===== src/rtl/mul_pkg.sv =====
// Shared types and constants for the sequential multiplier.
// State encoding and iteration count used by mul32_seq.
package mul_pkg;

    typedef enum logic [1:0] {
        MUL_IDLE,
        MUL_RUN,
        MUL_DONE
    } mul_state_t;

    localparam int MUL_ITER  = 32;
    localparam int MUL_CNT_W = 6;

endpackage


===== src/rtl/mul32_seq_if.sv =====
// Operand/result handshake bundle for mul32_seq.
// The slave side is the multiplier, the master side is the ALU.
interface mul32_seq_if;

    logic         in_valid;
    logic         in_ready;
    logic [32:1]  A;
    logic [32:1]  B;
    logic         out_valid;
    logic         out_ready;
    logic [64:1]  P;

    modport master (
        output in_valid,
        output A,
        output B,
        output out_ready,
        input  in_ready,
        input  out_valid,
        input  P
    );

    modport slave (
        input  in_valid,
        input  A,
        input  B,
        input  out_ready,
        output in_ready,
        output out_valid,
        output P
    );

endinterface


===== src/rtl/adder32.sv =====
// Combinational 32-bit adder with carry-out.
// Sole arithmetic element of the multiplier datapath.
module adder32 (
    input  logic [32:1] a,
    input  logic [32:1] b,
    output logic [32:1] s,
    output logic        c
);

    assign {c, s} = {1'b0, a} + {1'b0, b};

endmodule


===== src/rtl/mul32_seq.sv =====
// Sequential 32x32->64 unsigned shift-add multiplier.
// One adder32 iteration per cycle; handshakes on both sides.
module mul32_seq
    import mul_pkg::*;
(
    input  logic        clk,
    input  logic        rst,
    mul32_seq_if.slave  bus
);

    localparam logic [MUL_CNT_W:1] LAST = MUL_CNT_W'(MUL_ITER - 1);

    mul_state_t state;
    mul_state_t nstate;

    logic [32:1]        acc;
    logic [32:1]        mq;
    logic [32:1]        mcand;
    logic [MUL_CNT_W:1] cnt;

    logic [32:1] addend;
    logic [32:1] s;
    logic        c;
    logic        zero_op;

    assign zero_op = (bus.A == '0) || (bus.B == '0);
    assign addend  = mq[1] ? mcand : '0;

    adder32 u_add (
        .a (acc),
        .b (addend),
        .s (s),
        .c (c)
    );

    always_ff @(posedge clk) begin
        if (rst) begin
            state <= MUL_IDLE;
        end else begin
            state <= nstate;
        end
    end

    always_comb begin
        nstate = state;
        unique case (state)
            MUL_IDLE: begin
                if (bus.in_valid) begin
                    nstate = zero_op ? MUL_DONE : MUL_RUN;
                end
            end
            MUL_RUN: begin
                if (cnt == LAST) begin
                    nstate = MUL_DONE;
                end
            end
            MUL_DONE: begin
                if (bus.out_ready) begin
                    nstate = MUL_IDLE;
                end
            end
            default: nstate = MUL_IDLE;
        endcase
    end

    // Carry re-enters at the top of acc so no product bit is lost.
    always_ff @(posedge clk) begin
        if (rst) begin
            acc   <= '0;
            mq    <= '0;
            mcand <= '0;
            cnt   <= '0;
        end else begin
            case (state)
                MUL_IDLE: begin
                    if (bus.in_valid) begin
                        mcand <= bus.A;
                        mq    <= zero_op ? '0 : bus.B;
                        acc   <= '0;
                        cnt   <= '0;
                    end
                end
                MUL_RUN: begin
                    acc <= {c, s[32:2]};
                    mq  <= {s[1], mq[32:2]};
                    cnt <= cnt + MUL_CNT_W'(1);
                end
                default: ;
            endcase
        end
    end

    assign bus.in_ready  = (state == MUL_IDLE);
    assign bus.out_valid = (state == MUL_DONE);
    assign bus.P         = {acc, mq};

endmodule

===== src/flat_wrapper.sv =====
// flat-port wrapper written by rule: the top's interface ports become plain ports
module mul32_seq_flat import mul_pkg::*;
  (clk, rst, bus_in_valid, bus_A, bus_B, bus_out_ready, bus_in_ready, bus_out_valid, bus_P);
  mul32_seq_if bus_i ();
  input  logic clk;
  input  logic rst;
  input wire logic [$bits(bus_i.in_valid)-1:0] bus_in_valid;
  input wire logic [$bits(bus_i.A)-1:0] bus_A;
  input wire logic [$bits(bus_i.B)-1:0] bus_B;
  input wire logic [$bits(bus_i.out_ready)-1:0] bus_out_ready;
  output wire logic [$bits(bus_i.in_ready)-1:0] bus_in_ready;
  output wire logic [$bits(bus_i.out_valid)-1:0] bus_out_valid;
  output wire logic [$bits(bus_i.P)-1:0] bus_P;
  assign bus_i.in_valid = bus_in_valid;
  assign bus_i.A = bus_A;
  assign bus_i.B = bus_B;
  assign bus_i.out_ready = bus_out_ready;
  assign bus_in_ready = bus_i.in_ready;
  assign bus_out_valid = bus_i.out_valid;
  assign bus_P = bus_i.P;
  mul32_seq u_core (.clk(clk), .rst(rst), .bus(bus_i));
endmodule

===== config.mk =====
export PLATFORM = sky130hd
export DESIGN_NAME = mul32_seq_flat
export DESIGN_NICKNAME = d
export VERILOG_FILES = /design/src/rtl/mul_pkg.sv /design/src/rtl/mul32_seq_if.sv /design/src/rtl/adder32.sv /design/src/rtl/mul32_seq.sv /design/src/flat_wrapper.sv
export SDC_FILE = /design/constraint.sdc
export NUM_CORES = 1
export LEC_CHECK = 0
export CAP_MARGIN = 20
export CORE_ASPECT_RATIO = 1.4
export CORE_UTILIZATION = 55
export CTS_CLUSTER_DIAMETER = 40
export DETAILED_ROUTE_END_ITERATION = 7
export PLACE_DENSITY = 0.87
export SKIP_LAST_GASP = 1
export SYNTH_ARGS = -nofsm -noshare
export SYNTH_HDL_FRONTEND = slang
export SYNTH_SLANG_ARGS = --single-unit

===== constraint.sdc =====
create_clock -name clk -period 7.2 [get_ports clk]
set_input_delay 0.72 -clock clk [delete_from_list [all_inputs] [get_ports clk]]
set_output_delay 0.72 -clock clk [all_outputs]
set_load 0.005 [all_outputs]

# Word-level counts from Yosys, hierarchy flattened
# Index checks and enable logic that the tools add are counted.
# W data, S select, Z words.
[word_totals]
output_inout_bits = 66
romBits = 0
latchBits = 0
mem_count = 0
mem_bits_rw = 0
word_cells = 34
register_bits = 104
[op_classes]
bitwise = 0
n_mul = 0
magnitude_cmp = 0
n_shift = 0
reduce_logical = 8
eq_ne = 6
addsub = 2
muxes = 13
div_mod_pow = 0
[ops]
columns = ["operator", "n"]
rows = [
  ["$mux W32", 4],
  ["$pmux W32 S2", 2],
  ["$logic_not A32 Y1", 2],
  ["$add A32 B32 Y33", 1],
  ["$pmux W6 S2", 1],
  ["$mux W2", 4],
  ["$add A6 B1 Y6 const B", 1],
  ["$eq A6 B5 Y1 const B", 1],
  ["$mux W6", 1],
  ["$pmux W2 S3", 1],
  ["$ne A2 B2 Y1 const B", 2],
  ["$reduce_and A2 Y1", 2],
  ["$reduce_and A3 Y1", 1],
  ["$eq A2 B1 Y1 const B", 1],
  ["$eq A2 B2 Y1 const B", 1],
  ["$logic_not A2 Y1", 1],
  ["$ne A2 B1 Y1 const B", 1],
  ["$reduce_bool A2 Y1", 1],
  ["$logic_or A1 B1 Y1", 1],
]

# Depth between registers and ports, before layout
# Gate-level depths: netlist of the first run.
[depth]
depth_word = 5
depth_mapped = 12

# By module
# A second synthesis of the first run with hierarchy kept.
[unflattened]
hier_cells = 738
area_unflattened_um2 = 6062.1
[by_module_without_submodules]
columns = ["mod", "n_inst", "cells_each", "seq_area_each_um2", "area_each_um2"]
rows = [
  ["mul32_seq", 1, 464, 2082.0, 4160.2],
  ["adder32", 1, 274, 0.0, 1901.8],
]

# Least setup slack after synthesis of the first run
# OpenSTA, ideal clock, no wires.
[synth_path]
kind = "register to register"
from = "register u_core.mq[1] in the netlist's numbering"
to = "register u_core.acc[30] in the netlist's numbering"
n_path_buf = 1
setup_time_ns = 0.127
slack_ns = 4.421
path_stages_with_launch = 12
arrival_time_ns = 2.652
cell_sequence = "dfxtp_1 clkbuf_1 and2_1 ha_1 a21o_1 a21o_1 a221o_1 a22o_1 a21oi_2 o221ai_2 nor4b_4 or3_1"
[synth_via]
elab_chain_len = 3
[synth_lines]
columns = ["item", "line", "rtl"]
rows = [
  ["start, declared", "mul32_seq.sv:17", "logic [32:1] mq;"],
  ["start signal, assigned", "mul32_seq.sv:78", "mq <= zero_op ? '0 : bus.B;"],
  ["start signal, assigned", "mul32_seq.sv:85", "mq <= {s[1], mq[32:2]};"],
  ["$mux W32", "mul32_seq.sv:27", "assign addend = mq[1] ? mcand : '0;"],
  ["$add A32 B32 Y33", "adder32.sv:10", "assign {c, s} = {1'b0, a} + {1'b0, b};"],
  ["$pmux W32 S2", "mul32_seq.sv:74", "case (state)"],
  ["end signal, assigned", "mul32_seq.sv:84", "acc <= {c, s[32:2]};"],
  ["end, declared", "mul32_seq.sv:16", "logic [32:1] acc;"],
]
# No other way between the ends.
# A chain may end at the register's enable or synchronous reset.

# Final worst setup path of the first run
# Ends and elaborated chain as after synthesis.

==> impl_results.md, run 1 <==
- Iteration-0 DRC Markers: 381
- Avg Inst Size Synth: 7.66 sq um
- GP Congestion: ~0.92
- H-tree Lvls: 3
- Seq/Total Area, Yosys: 0.360
- # Post-CTS Setup Buffers: 0
- Remaining DRCs: 0
- Synth Net Count: approximately 860
- Post-synthesis cell area: 5790 sq um
- Area Overhead vs Synth: 30.0%
- VDD IR max: roughly 170 uV
- CP arrival: 3.81 ns
- CP Launch Type: flop
- Leak pwr: 3.09 nW
- CP bufs+invs: 1
- CP Capture Type: flop
- Max_cap viols: 0
- Drt first pass iters: 5
- Worst Skew: 0.00643 ns
- Worst path max stage delay: 1.00 ns
- Hold Crit Depth: 2
- CP Max Fanout: 34
- Min cycle time layout: 3.57 ns
- CP delay by family, top: flip-flops
- Nets: 965
- Slew @ Worst Pin: between 1 and 1.5 ns
- Worst path depth: 12
- CTS clk-pin slew, worst paths: ~0.060 ns
- Endpoints failing hold: 0
- WL per Instance: 16.9 um
- Layout cells sized above 1: 0.0404
- # diodes: 0
- Most used flip-flop cell after synthesis: dfxtp_1
- Layout Cells excl Fill: 1001
- TritonCTS buffer count: 9
- Total wire length: 16900 um
- Ports: 134
- Clock power share: 0.323
- CTS max path bufs: 2
- Root Driver: clkbuf_16
- Worst hold path type: reg2reg
- Worst-skew pair later-pin latency: 0.36 ns
- GRT Resource Usage Total: 0.316
- Relative slew slack: 0.311
- Die Y: between 100 and 150 um
- Die X: 88.7 um
- FFs w/ async S/R, synth: 0
- Ys Warns: 0
- CP max stage cell: dfxtp_1
- CP Data Required Time: around 7.4 ns
- Largest net degree at the start of global routing: 86
- Status: finished clean
- WHS: 0.450 ns
- Vias in the first global route: 5852
- Cell internal pwr: ~0.0011 W
- Post-route ant nets: 0
- # rows: 43
- Final period utilization: 0.496
- Cts hold-fix bufs: 0
- Post-synthesis cell type count: 53
- Vias/cell: around 6
- Total global routing overflow: 0
- Critical path type: reg2reg
- Final setup fails: 0
- Reg power frac: 0.430
- Post-DP HPWL: around 12000 um
- FF+latch count, synth: 104
- Max frequency: 280 MHz
- First-pass GRT wire length: 26700 um
- Full die area: 10900 sq um
- Vias: about 6000
- Finished Cell Area: around 7500 sq um
- RSZ-0062 raised after global routing: no
- Reg2reg path depth: 12
- Initial antenna violation count: 0
- Post-Place Cells: between 900 and 1000
- NetSw: about 0.00048 W
- Combinational power share: 0.247
- Cell count after synthesis: approximately 760
- Core area: 10100 sq um
- TritonCTS Sinks: 104
- Max Slew Vio Count: 0
- Critical path, cell by cell: and2_1 > ha_1 > inv_1 > fa_1 > nand2b_1 > a21o_1 > a31o_2 > a21oi_4 > a21oi_2 > o221ai_2 > nor2_1 > or3_1
- Initial core utilization: 0.575
- Quantity of gates resized following cts: 0
- Power density cells: 215 nW/um^2
- PortBufs: 133
- Switch share: 0.298
- CTS tree: yes
- Setup TNS Final: 0 ns
- DP Area: around 7200 sq um
- Post-synth EDFFs: 0
-- sequential cells by signal, indices dropped and copies added, names as in the netlist --
name / flops
u_core.mq: 32
u_core.mcand: 32
u_core.state: 2
u_core.cnt: 6
u_core.acc: 32
-- cell type report --
type,count,area [sq um]
clock buffer,11,243
clock inverter,3,67.6
fill,766,2540
inverter,11,41.3
multi-input combinational,597,3500
sequential,104,2080
tap,135,169
timing repair buffer,140,1420
-- through the flow --
step,worst slack [ns],total power (W),utilization
after global placement,3.86,0.00108,0.710
final,3.63,0.00162,0.747
after global routing,3.41,0.00168,0.747
after detailed placement,3.66,0.00110,0.714
after floorplan,4.42,0.000903,-
after CTS,3.66,0.00161,0.745
-- layout by cell type, fill, tap and decap left out, drive strengths merged, types with 6 or more instances in the layout --
cell and n:
nor4 48, a21oi 99, xnor2 10, a21o 19, clkbuf 11, o21ai 30
and2 33, a22oi 10, xor2 14, nand2 102, nor2 107, a31oi 6
buf 8, nand4 7, dfxtp 104, clkdlybuf4s50 132, inv 11, nand3 9
and3 9, ha 33
-- metal layers --
layer	vias up	track usage	part of all wire
met2	287	0.562	0.52
met4	0	0.191	0.037
met1	2830	0.338	0.37
li1	2903	-	-
met3	55	0.0661	0.072
met5	-	0	0
-- Yosys cell counts (all sizes together) (2+ instances only) --
master | n | share of area
a2111oi | 3 | 0.0045
a211oi | 5 | 0.0065
a21o | 19 | 0.026
a21oi | 99 | 0.090
a221o | 4 | 0.0071
a221oi | 2 | 0.0030
a22o | 3 | 0.0045
a22oi | 10 | 0.013
a31oi | 6 | 0.0065
a32o | 2 | 0.0035
and2 | 33 | 0.036
and3 | 9 | 0.0097
buf | 4 | 0.0041
clkbuf | 39 | 0.025
dfxtp | 104 | 0.36
ha | 33 | 0.071
inv | 11 | 0.0071
nand2 | 102 | 0.066
nand2b | 5 | 0.0054
nand3 | 9 | 0.0078
nand4 | 7 | 0.0076
nor2 | 107 | 0.069
nor2b | 4 | 0.0043
nor3 | 5 | 0.0043
nor4 | 48 | 0.052
o211ai | 4 | 0.0052
o21ai | 30 | 0.026
o21bai | 3 | 0.0039
o31a | 2 | 0.0030
or2 | 4 | 0.0043
or3 | 3 | 0.0032
xnor2 | 10 | 0.015
xor2 | 14 | 0.021
-- path summary, 6_finish.rpt --
path                                       start               end  slack, ns
worst max-delay path                u_core.mq[1]    u_core.acc[30]       3.63
worst max register to register      u_core.mq[1]    u_core.acc[30]       3.63
worst min register to register  u_core.mcand[31]  u_core.mcand[31]       0.45
worst min-delay path            u_core.mcand[31]  u_core.mcand[31]       0.45
-- worst register-to-register path, delay by kind of cell (launching register included) --
family,cells,cell delay (ns)
compound gates,5,0.91
fa+ha+maj,2,0.58
buf+inv,1,0.07
flops,1,1.00
simple gates,4,0.90
-- kinds of logic (layout without fill, tap and decap cells) --
| family | after synthesis | count (layout) | synth area share |
|---|---|---|---|
| multiplexers | 1 | 1 | 0.00173 |
| adder cells (fa/ha/maj) | 34 | 34 | 0.0748 |
| AO/OA/AOI/OAI | 200 | 200 | 0.215 |
| buffers and inverters | 54 | 165 | 0.0365 |
| AND/OR/NAND/NOR | 338 | 338 | 0.276 |
| XOR/XNOR | 24 | 24 | 0.0363 |
| flip-flops | 104 | 104 | 0.360 |
-- power by group through the flow --
stage | logic, W | clock network (W) | registers [W]
after detailed placement | 0.000393 | 0 | 0.000706
after global routing | 0.000438 | 0.000543 | 0.000703
after global placement | 0.000378 | 0 | 0.000703
final | 0.000400 | 0.000522 | 0.000696
after CTS | 0.000398 | 0.000521 | 0.000694
after floorplan | 0.000213 | 0 | 0.000690
Power figures use the tool's default switching activity.
==> run 2, diff against run 1 <==
--- a/config.mk
+++ b/config.mk
@@ -7,10 +7,10 @@
 export LEC_CHECK = 0
 export CAP_MARGIN = 20
 export CORE_ASPECT_RATIO = 1.4
-export CORE_UTILIZATION = 55
+export CORE_UTILIZATION = 51
 export CTS_CLUSTER_DIAMETER = 40
 export DETAILED_ROUTE_END_ITERATION = 7
-export PLACE_DENSITY = 0.87
+export PLACE_DENSITY = 0.81
 export SKIP_LAST_GASP = 1
 export SYNTH_ARGS = -nofsm -noshare
 export SYNTH_HDL_FRONTEND = slang
==> constraint.sdc (replaced) <==
create_clock -name clk -period 3.55 [get_ports clk]
set_input_delay 0.355 -clock clk [delete_from_list [all_inputs] [get_ports clk]]
set_output_delay 0.355 -clock clk [all_outputs]
set_load 0.005 [all_outputs]
==> impl_results.md, run 2 (same netlist as run 1, synthesis figures left out) <==
- Status: finished clean
- Total global routing overflow: 0
- PortBufs: 133
- Min cycle time layout: ~3.1 ns
- Leak pwr: 3.08 nW
- CTS clk-pin slew, worst paths: 0.07 ns
- Max Slew Vio Count: 0
- First-pass GRT wire length: between 20000 and 30000 um
- Worst-skew pair later-pin latency: 0.34 ns
- WHS: 0.452 ns
- TritonCTS buffer count: 9
- Util after Layout: 0.686
- # diodes: 0
- Core area: 10900 sq um
- # rows: 45
- Initial core utilization: 0.530
- Reg2reg path depth: 13
- WL per Instance: ~17 um
- CTS max path bufs: 2
- Vias/cell: 5.91
- Largest net degree at the start of global routing: between 50 and 60
- Pre-CTS WS: 0.458 ns
- CP arrival: 3.37 ns
- Relative slew slack: 0.322
- Full die area: 11800 sq um
- Final setup fails: 0
- Hold Crit Depth: 2
- Power density cells: 432 nW/um^2
- # Post-CTS Setup Buffers: 0
- VDD IR max: approximately 270 uV
- Vias in the first global route: 5864
- GRT Resource Usage Total: 0.286
- Setup WS post-layout: 0.406 ns
- Iteration-0 DRC Markers: roughly 360
- CTS tree: yes
- Commonest non-fill, non-tap cells in the layout: clkdlybuf4s50_1 (132), nor2_1 (106), dfxtp_1 (104)
- Cts hold-fix bufs: 0
- Remaining DRCs: 0
- Die X: approximately 92 um
- Ports: 134
- Initial antenna violation count: 0
- Root Driver: clkbuf_16
- Max frequency: 318 MHz
- Area Overhead vs Synth: 29.6%
- Nets: 967
- Setup TNS Final: 0 ns
- CP Launch Type: flop
- Tot Pwr: approximately 0.0032 W
- Most common cell after layout, fill and taps aside: clkdlybuf4s50_1
- RSZ-0062 raised after global routing: no
- Worst Skew: 0.00406 ns
- Total wire length: 16800 um
- Post-DP HPWL: 12200 um
- H-tree Lvls: 3
- Critical path type: reg2reg
- Slew @ Worst Pin: 1.02 ns
- Die Y: ~130 um
- Biggest registers after layout: u_core.acc x32, u_core.mcand x32, u_core.mq x32
- Layout cells sized above 1: 0.0437
- Vias: between 5000 and 6000
- CP Data Required Time: 3.78 ns
- Post-route ant nets: 0
- Final period utilization: 0.886
- Endpoints failing hold: 0
- Max_cap viols: 0
- CP Max Fanout: 32
- Quantity of gates resized following cts: 0
- GP Congestion: 0.905
- Drt first pass iters: 6
- TritonCTS Sinks: 104
- Worst hold path type: reg2reg
- CP Capture Type: flop
[run 2: final timing paths]
path                     from               end  slack (ns)
max reg2reg      u_core.mq[1]    u_core.acc[30]        0.41
min          u_core.mcand[31]  u_core.mcand[31]        0.45
max              u_core.mq[1]    u_core.acc[30]        0.41
min reg2reg  u_core.mcand[31]  u_core.mcand[31]        0.45
[run 2: where the power goes]
| part | internal, W | switching [W] | total [W] |
|---|---|---|---|
| logic | 0.000379 | 0.000445 | 0.000824 |
| registers | 0.00129 | 0.0000952 | 0.00139 |
| clock network | 0.000601 | 0.000426 | 0.00103 |
| total | 0.00227 | 0.000966 | 0.00324 |
[run 2: layout make-up]
| cell class | instances | area (sq um) |
|---|---|---|
| multi-input cells | 597 | 3500 |
| clock inverters | 2 | 37.5 |
| fillers | 912 | 3420 |
| well taps | 141 | 176 |
| repair buffers | 142 | 1390 |
| inverters | 11 | 41.3 |
| flip-flops and latches | 104 | 2080 |
| clock buffers | 13 | 270 |
[run 2: worst max-delay path, cell delays in order (launching register included)]
cell,delay (ns)
dfxtp_1,0.36
buf_4,0.31
and2_1,0.19
ha_1,0.19
inv_1,0.07
fa_1,0.37
nand2b_1,0.19
a21o_1,0.19
a31o_2,0.23
a21oi_4,0.17
a21oi_2,0.11
o221ai_2,0.22
nor2_1,0.07
or3_1,0.36
[run 2: metal layers]
| metal | track usage | wire length, um | up-vias |
|---|---|---|---|
| met5 | 0 | 0 | - |
| met4 | 0.152 | 609 | 0 |
| met3 | 0.0534 | 1070 | 43 |
| met2 | 0.516 | 8530 | 259 |
| met1 | 0.316 | 6550 | 2754 |
| li1 | - | - | 2916 |
[run 2: metrics by stage]
step	instance area (sq um)	cells
5_1_grt	7500	1010
3_3_place_gp	7190	995
3_5_place_dp	7190	995
6_report	7500	1010
2_1_floorplan	5790	755
4_1_cts	7500	1010
==> run 3, diff against run 2 <==
--- a/config.mk
+++ b/config.mk
@@ -7,10 +7,9 @@
 export LEC_CHECK = 0
 export CAP_MARGIN = 20
 export CORE_ASPECT_RATIO = 1.4
-export CORE_UTILIZATION = 51
+export CORE_UTILIZATION = 38
 export CTS_CLUSTER_DIAMETER = 40
 export DETAILED_ROUTE_END_ITERATION = 7
-export PLACE_DENSITY = 0.81
 export SKIP_LAST_GASP = 1
 export SYNTH_ARGS = -nofsm -noshare
 export SYNTH_HDL_FRONTEND = slang
==> impl_results.md, run 3 (same netlist as run 1, synthesis figures left out) <==
- Worst hold path type: reg2reg
- Drt first pass iters: 5
- RSZ-0062 raised after global routing: no
- Commonest non-fill, non-tap cells in the layout: clkdlybuf4s50_1 (132), nor2_1 (106), dfxtp_1 (104)
- Quantity of gates resized following cts: 0
- Post-DP HPWL: ~13000 um
- Relative slew slack: 0.366
- # diodes: 0
- Full die area: roughly 16000 sq um
- Nets: around 970
- Total wire length: roughly 17000 um
- CP Launch Point: u_core.mq[1]
- TritonCTS Sinks: 104
- Fillcell total: approximately 1500
- Max frequency: 310 MHz
- PortBufs: 133
- VDD IR max: 216 uV
- Die X: 106 um
- Worst hold start: u_core.mcand[19]
- H-tree Lvls: 3
- Reg area: 2080 sq um
- Vias: 5762
- Min cycle time layout: 3.23 ns
- Ports: 134
- Max_cap viols: 0
- Endpoints failing hold: 0
- Util after Layout: 0.506
- # rows: 53
- WHS Endpoint: u_core.mcand[19]
- CTS tree: yes
- Power density cells: 429 nW/um^2
- Final period utilization: 0.909
- Max Slew Vio Count: 0
- Area Overhead vs Synth: 30.6%
- First-pass GRT wire length: 27400 um
- Reg2reg path depth: 10
- Vias/cell: 5.43
- CP delay by family, top: compound AO/OA/AOI/OAI gates
- Total global routing overflow: 0
- Reg2reg start: u_core.mq[1]
- CTS clk-pin slew, worst paths: about 0.080 ns
- # Post-CTS Setup Buffers: 0
- CP max stage cell: dfxtp_1
- Die Y: 148 um
- Worst path max stage delay: 0.68 ns
- CP bufs+invs: 1
- CP arrival: approximately 3.5 ns
- Root Driver: clkbuf_16
- Worst path depth: 10
- Cts hold-fix bufs: 0
- Slew @ Worst Pin: 0.947 ns
- RR Endpoint: u_core.acc[31]
- CP Data Required Time: roughly 3.8 ns
- Leak pwr: 3.08 nW
- Critical path type: reg2reg
- CTS max path bufs: 2
- Layout cells sized above 1: 0.0437
- TritonCTS buffer count: 9
- Hold Crit Depth: 2
- R2R setup slack: 0.32 ns
- Post-Place Cells: 1045
- Most common cell after layout, fill and taps aside: clkdlybuf4s50_1
- Area of the multi-input gates: 3500 sq um
- Setup TNS Final: 0 ns
- Tot Pwr: 0.00324 W
- Core area: 14900 sq um
- Worst-skew pair later-pin latency: between 0.3 and 0.4 ns
- Worst Skew: 0.00982 ns
- Critical path, cell by cell: buf_4 > and2_1 > ha_1 > a21oi_1 > o21ai_1 > a221o_1 > a21oi_2 > nand2_1 > o31a_1 > a221oi_1
- CP Launch Type: flop
- CP Max Fanout: 19
- Initial antenna violation count: 0
- CP Capture Type: flop
- GRT Resource Usage Total: 0.216
- Layout Cells excl Fill: 1061
- Initial core utilization: 0.388
- Largest net degree at the start of global routing: 50
- Vias in the first global route: roughly 5700
- Final setup fails: 0
- Iteration-0 DRC Markers: around 240
- Status: finished clean
- WL per Instance: 15.9 um
- GP Congestion: 0.911
- Remaining DRCs: 0
- Biggest registers after layout: u_core.acc x32, u_core.mcand x32, u_core.mq x32
- Post-route ant nets: 0
## run 3: changes by cell type in the layout (fill, tap and decap cells not counted), sizes merged
cell | before | now
buf | 10 | 9
clkinvlp | 1 | 0
clkinv | 0 | 3
inv | 11 | 12
clkbuf | 13 | 11
## run 3: how the worst max path moves through the flow
| stage | to |
|---|---|
| 6_report | u_core.acc[31] |
| 5_1_grt | u_core.acc[31] |
| 4_1_cts | u_core.acc[31] |
| 3_5_place_dp | u_core.acc[31] |
| 3_3_place_gp | u_core.acc[30] |
| 2_1_floorplan | u_core.acc[30] |
## run 3: power breakdown
| group | leakage [nW] | internal [W] | switching, W |
|---|---|---|---|
| Combinational | 2.08 | 0.000374 | 0.000431 |
| Sequential | 0.851 | 0.00129 | 0.000104 |
| Clock | 0.150 | 0.000574 | 0.000466 |
| Total | 3.08 | 0.00224 | 0.00100 |
## run 3: routing by layer
| metal | share of wire | track usage |
|---|---|---|
| met5 | 0 | 0 |
| met4 | 0.014 | 0.0660 |
| met3 | 0.053 | 0.0423 |
| met2 | 0.52 | 0.405 |
| met1 | 0.41 | 0.241 |
## run 3: layout make-up
class / instances / share of cell area
clock buffers: 11 / 0.0321
repair buffers: 141 / 0.184
multi-input cells: 597 / 0.463
inverters: 11 / 0.00547
flip-flops and latches: 104 / 0.276
clock inverters: 5 / 0.00861
well taps: 192 / 0.0318
## run 3: worst reg2reg max path: stages, from the launching register on
cell	delay [ns]
dfxtp_1	0.68
buf_4	0.31
and2_1	0.15
ha_1	0.31
a21oi_1	0.27
o21ai_1	0.13
a221o_1	0.32
a21oi_2	0.23
nand2_1	0.15
o31a_1	0.31
a221oi_1	0.26
## run 3: through the flow
step                      setup WS [ns]  hold slack, ns  instance area (sq um)
after detailed placement          0.341           0.443                   7250
after global placement            0.444           0.442                   7250
final                             0.323           0.451                   7550
after CTS                         0.310           0.454                   7550
after global routing             0.0664           0.473                   7550
after floorplan                   0.771           0.432                   5790
==> patch 1, RTL diff (config.mk and constraints of run 3) <==
Change the package constant `MUL_CNT_W` from 6 to 8.
--- a/src/rtl/mul_pkg.sv
+++ b/src/rtl/mul_pkg.sv
@@ -10,5 +10,5 @@
 
     localparam int MUL_ITER  = 32;
-    localparam int MUL_CNT_W = 6;
+    localparam int MUL_CNT_W = 8;
 
 endpackage
Function: no difference found for any inputs over 4 cycles, from zero or initial values and one cycle with rst high; that may be too few to reach the edited logic, so the function may still have changed.
==> patch 1 against run 3 <==
  * Power decreased by 5.3%
  * Wire length rose by 7.7%
  * Worst setup slack better by 0.44 ns
  * Final area up 4.7%
  * Synthesized cell count is 8.7% higher
  * Maximum frequency increased by 16%
  * Synthesized area grew 6.1%
  * Sequential cell count rose by 2
==> patch 1: results (changes against run 3) <==
[outcome]
status = finished, final reports clean  ; unchanged

[cts]
ctsHtreeMaxLevel = 3  ; unchanged
clockBufferDepth = 2  ; unchanged
path_clk_slew_ns = 0.07
ctsResizeCount = 0  ; unchanged
cts_inserted_buffers = 9  ; unchanged

[power_and_ir_drop]
vdd_drop_max_mv = 0.221  ; was 0.216 mV
p_leak_nw = 3.11  ; was 3.08 nW

[logic_synthesis]
synthAdderAreaFrac = 0.0706  ; was 0.0748
synth_common_cells = 121 x nand2_1, 110 x a21oi_1, 106 x dfxtp_1, 106 x nor2_1, 48 x nor4_1  ; was 107 x nor2_1, 104 x dfxtp_1, 102 x nand2_1
synth-compound-area-share = 0.230  ; was 0.215
ys_top_cells_by_area = dfxtp_1 35%, a21oi_1 9.0%, nand2_1 7.4%  ; was dfxtp_1 36%, a21oi_1 8.2%, ha_1 7.1%
ys_seq_area_frac = 0.346  ; was 0.360
synth_nets = 923  ; was 857
muxShareOfSynthArea = 0.00489  ; was 0.00173
yosysUniqueCellTypes = 58  ; was 53

[setup_path]
crit_path_max_fanout = 33  ; was 19
cp_slowest_cell = a311oi_1  ; was dfxtp_1
max_stage_delay_ns = 0.52  ; was 0.68 ns
cp.arrival_ns = 3.01  ; was 3.47 ns

[global_route]
grt_pass1_vias = 6079  ; was 5,678
grt_util_all_layers = 0.227  ; was 0.216
grt_first_pass_wirelength_um = 29900  ; was 27,400 um

[drt]
wirelength_um = 18100  ; was 16,900 um
drt_first_iter_violations = 285  ; was 236

[cells_and_area]
reg_top3 = u_core.acc (32), u_core.mcand (32), u_core.mq (32)  ; unchanged
num-fill-cells = 1588  ; was 1,460
drive_gt1_frac = 0.0420  ; was 0.0437
nets = 1026  ; was 966

[place]
hpwl_um = 13600  ; was 12,600 um
gp_congestion = 0.834  ; was 0.911
dp_slack_ns = 0.821  ; was 0.341 ns

[sta]
worst_slew_pin_slew_ns = 0.946  ; was 0.947 ns

-- patch 1: cell families after synthesis --
kind of cell    count (synthesis)
mux                             3
xor+xnor                       22
flops                         106
compound gates                230
buf+inv                        61
simple gates                  365
fa+ha+maj                      34
-- patch 1: layer usage --
metal	global-route usage	vias to the layer above	wire, um
li1	-	3135	-
met1	0.272	2890	7940
met2	0.391	148	8880
met3	0.0432	23	886
met4	0.0933	0	433
met5	0	-	0
-- patch 1: report_power, final --
part	internal, mW	switching, mW	total [mW]
logic	0.302	0.342	0.644
registers	1.28	0.0690	1.35
clock network	0.607	0.465	1.07
total	2.19	0.876	3.07
-- patch 1: per-stage QoR --
step | total power [mW] | cell area (um^2) | std cells
after floorplan | 1.70 | 6140 | 821
after global placement | 2.03 | 7590 | 1109
after detailed placement | 2.03 | 7590 | 1109
after CTS | 3.10 | 7910 | 1125
after global routing | 3.23 | 7910 | 1125
final | 3.07 | 7910 | 1125
-- patch 1: final timing paths --
check             slack, ns                           from  depth (start not counted)                             to
setup reg to reg       0.76      u_core.mq[1]$_SDFFE_PP0P_                         10    u_core.acc[31]$_SDFFE_PP0P_
hold reg to reg        0.45  u_core.mcand[31]$_SDFFE_PP0P_                          2  u_core.mcand[31]$_SDFFE_PP0P_
hold / removal         0.45  u_core.mcand[31]$_SDFFE_PP0P_                          2  u_core.mcand[31]$_SDFFE_PP0P_
setup / recovery       0.76      u_core.mq[1]$_SDFFE_PP0P_                         10    u_core.acc[31]$_SDFFE_PP0P_
-- patch 1: final cells by class --
| cell class | instances | area share |
|---|---|---|
| flip-flops and latches | 106 | 0.268 |
| multi-input cells | 654 | 0.479 |
| well taps | 196 | 0.0310 |
| clock inverters | 3 | 0.00585 |
| inverters | 10 | 0.00475 |
| repair buffers | 143 | 0.177 |
| clock buffers | 13 | 0.0342 |
-- patch 1: worst max-delay path, delay by kind of cell, from the launching register on --
kind	cells	cell delay, ns
adder cells (fa/ha/maj)	1	0.31
flip-flops	1	0.32
buffers and inverters	1	0.30
AND/OR/NAND/NOR	1	0.18
AO/OA/AOI/OAI	7	1.52
==> patch 2, RTL diff (settings of run 3) <==
Made on the original files. Re-encode `mul_state_t` (3 states) as one-hot, 3 bits wide.
--- a/src/rtl/mul_pkg.sv
+++ b/src/rtl/mul_pkg.sv
@@ -3,8 +3,8 @@
 package mul_pkg;
 
-    typedef enum logic [1:0] {
-        MUL_IDLE,
-        MUL_RUN,
-        MUL_DONE
+    typedef enum logic [2:0] {
+        MUL_IDLE = 3'b001,
+        MUL_RUN  = 3'b010,
+        MUL_DONE = 3'b100
     } mul_state_t;
 
Behaviour: same outputs for any inputs over 4 cycles, from zero or initial values and one cycle with rst high; so few cycles prove little.
==> patch 2 against run 3 <==
  * The run now ends with design-rule violations left
  * Maximum frequency is 2.8% higher
  * Critical path depth grew 1
  * Final area grew 2.5%
  * Wire length up 7.8%
  * Synthesized area increased by 3.3%
  * Worst setup slack better by 0.089 ns
  * Count of clock-buffer cells in the layout decreased by 1
  * Sequential cell count up 1
Power is not compared: it rests on default switching activity, and its combinational part moved more than twofold at a synthesized area within 25%.
==> patch 2: results (changes against run 3) <==
[drt]
via_count = 6057  ; was 5,762
drt-pass1-iter-count = 8  ; was 5
dr_wl_met3_um = 1000  ; was 895 um
drt_first_iter_violations = 437  ; was 236
route.met2.wl_um = 9090  ; was 8840 um
drcViolationCount = 3  ; was 0
wl_met1_um = 7580  ; was 6880 um
wl_per_cell_um = 17.2  ; was 15.9 um

[global_route]
antenna_found_initial = 1  ; was 0
grt_overflow = 0  ; unchanged
grt_max_degree = 79  ; was 50
grt_pass1_vias = 5941  ; was 5,678
grt_util_all_layers = 0.228  ; was 0.216
grtUsageMet2 = 0.403  ; was 0.405
grt_first_pass_wirelength_um = 29300  ; was 27,400 um
use_met3 = 0.0506  ; was 0.0423
use_met1 = 0.264  ; was 0.241

[place]
hpwl_um = 13500  ; was 12,600 um
gp_congestion = 0.919  ; was 0.911
placedInstanceArea_mm2 = 0.00744  ; was 0.00725 mm^2

[setup_path]
max_stage_delay_ns = 0.70  ; was 0.68 ns
cp_slowest_cell = a2111oi_0  ; was dfxtp_1
cp.arrival_ns = 3.38  ; was 3.47 ns
critical_path.top_delay_family = simple AND/OR/NAND/NOR gates  ; was compound AO/OA/AOI/OAI gates
crit_path_max_fanout = 22  ; was 19

[power_and_ir_drop]
power_frac_clock = 0.390
p_sw_mw = 0.697
pwr-share-comb = 0.136
vdd_drop_max_mv = 0.236

[outcome]
violations = design-rule violations
status = finished, violations left  ; was finished, final reports clean

[logic_synthesis]
ys_top_cells_by_area = dfxtp_1 35%, nand2_1 7.0%, ha_1 6.9%  ; was dfxtp_1 36%, a21oi_1 8.2%, ha_1 7.1%
synth_nets = 851  ; was 857
ys_warn_count = 0  ; unchanged
synth_common_cells = 111 x nand2_1, 105 x dfxtp_1, 82 x a21oi_1  ; was 107 x nor2_1, 104 x dfxtp_1, 102 x nand2_1
ys_seq_area_frac = 0.352  ; was 0.360
yosysUniqueCellTypes = 64  ; was 53

[cts]
ctsHtreeMaxLevel = 3  ; unchanged
clockRootBuffer = clkbuf_16  ; unchanged
path_clk_slew_ns = 0.07
insertion_delay_ns = 0.36
post-cts-setup-buffers = 0  ; unchanged
cts_inserted_buffers = 9  ; unchanged

[cells_and_area]
nets = 959  ; was 966
drive_gt1_frac = 0.0580  ; was 0.0437

[hold_path]
hp-class = input port to register  ; was register to register

[sta]
finClkSkew_ns = 0.00542  ; was 0.00982 ns
slew-limit-headroom = 0.273  ; was 0.366

-- patch 2: cell count changes after synthesis, moves of 6 or more --
cell      change
a21oi_1      -13
a222oi_1     +32
nand2_1       +9
nand3_1      +11
nand3b_1      +7
nor2_1       -41
nor4_1       -29
xor2_1        -6
-- patch 2: kinds of logic after synthesis --
kind of cell	after synthesis	share of synthesized area
simple gates	308	0.247
fa+ha+maj	34	0.0724
xor+xnor	21	0.0308
mux	2	0.00335
compound gates	218	0.252
flops	105	0.352
buf+inv	61	0.0421
-- patch 2: through the flow --
step	power [mW]	instances	hold slack (ns)	worst slack, ns
6_report	2.66	1055	0.355	0.411
5_1_grt	2.77	1054	0.367	0.211
4_1_cts	2.69	1054	0.349	0.412
3_5_place_dp	1.65	1038	0.444	0.440
3_3_place_gp	1.65	1038	0.439	0.446
2_1_floorplan	1.45	749	0.432	0.937
-- patch 2: layout make-up --
type | instances | area, um^2
fillers | 1468 | 7440
diodes | 1 | 2.50
clock inverters | 6 | 72.6
well taps | 192 | 240
repair buffers | 144 | 1410
multi-input cells | 583 | 3630
flip-flops and latches | 105 | 2100
clock buffers | 10 | 229
inverters | 14 | 52.6
-- patch 2: path summary, 6_finish.rpt --
path / to / depth (start not counted) / slack [ns] / from
max reg2reg: u_core.acc[29]$_SDFFE_PP0P_ / 11 / 0.41 / u_core.mq[1]$_SDFFE_PP0P_
min: u_core.mcand[29]$_SDFFE_PP0P_ / 2 / 0.35 / rst
min reg2reg: u_core.mcand[24]$_SDFFE_PP0P_ / 2 / 0.45 / u_core.mcand[24]$_SDFFE_PP0P_
max: u_core.acc[29]$_SDFFE_PP0P_ / 11 / 0.41 / u_core.mq[1]$_SDFFE_PP0P_
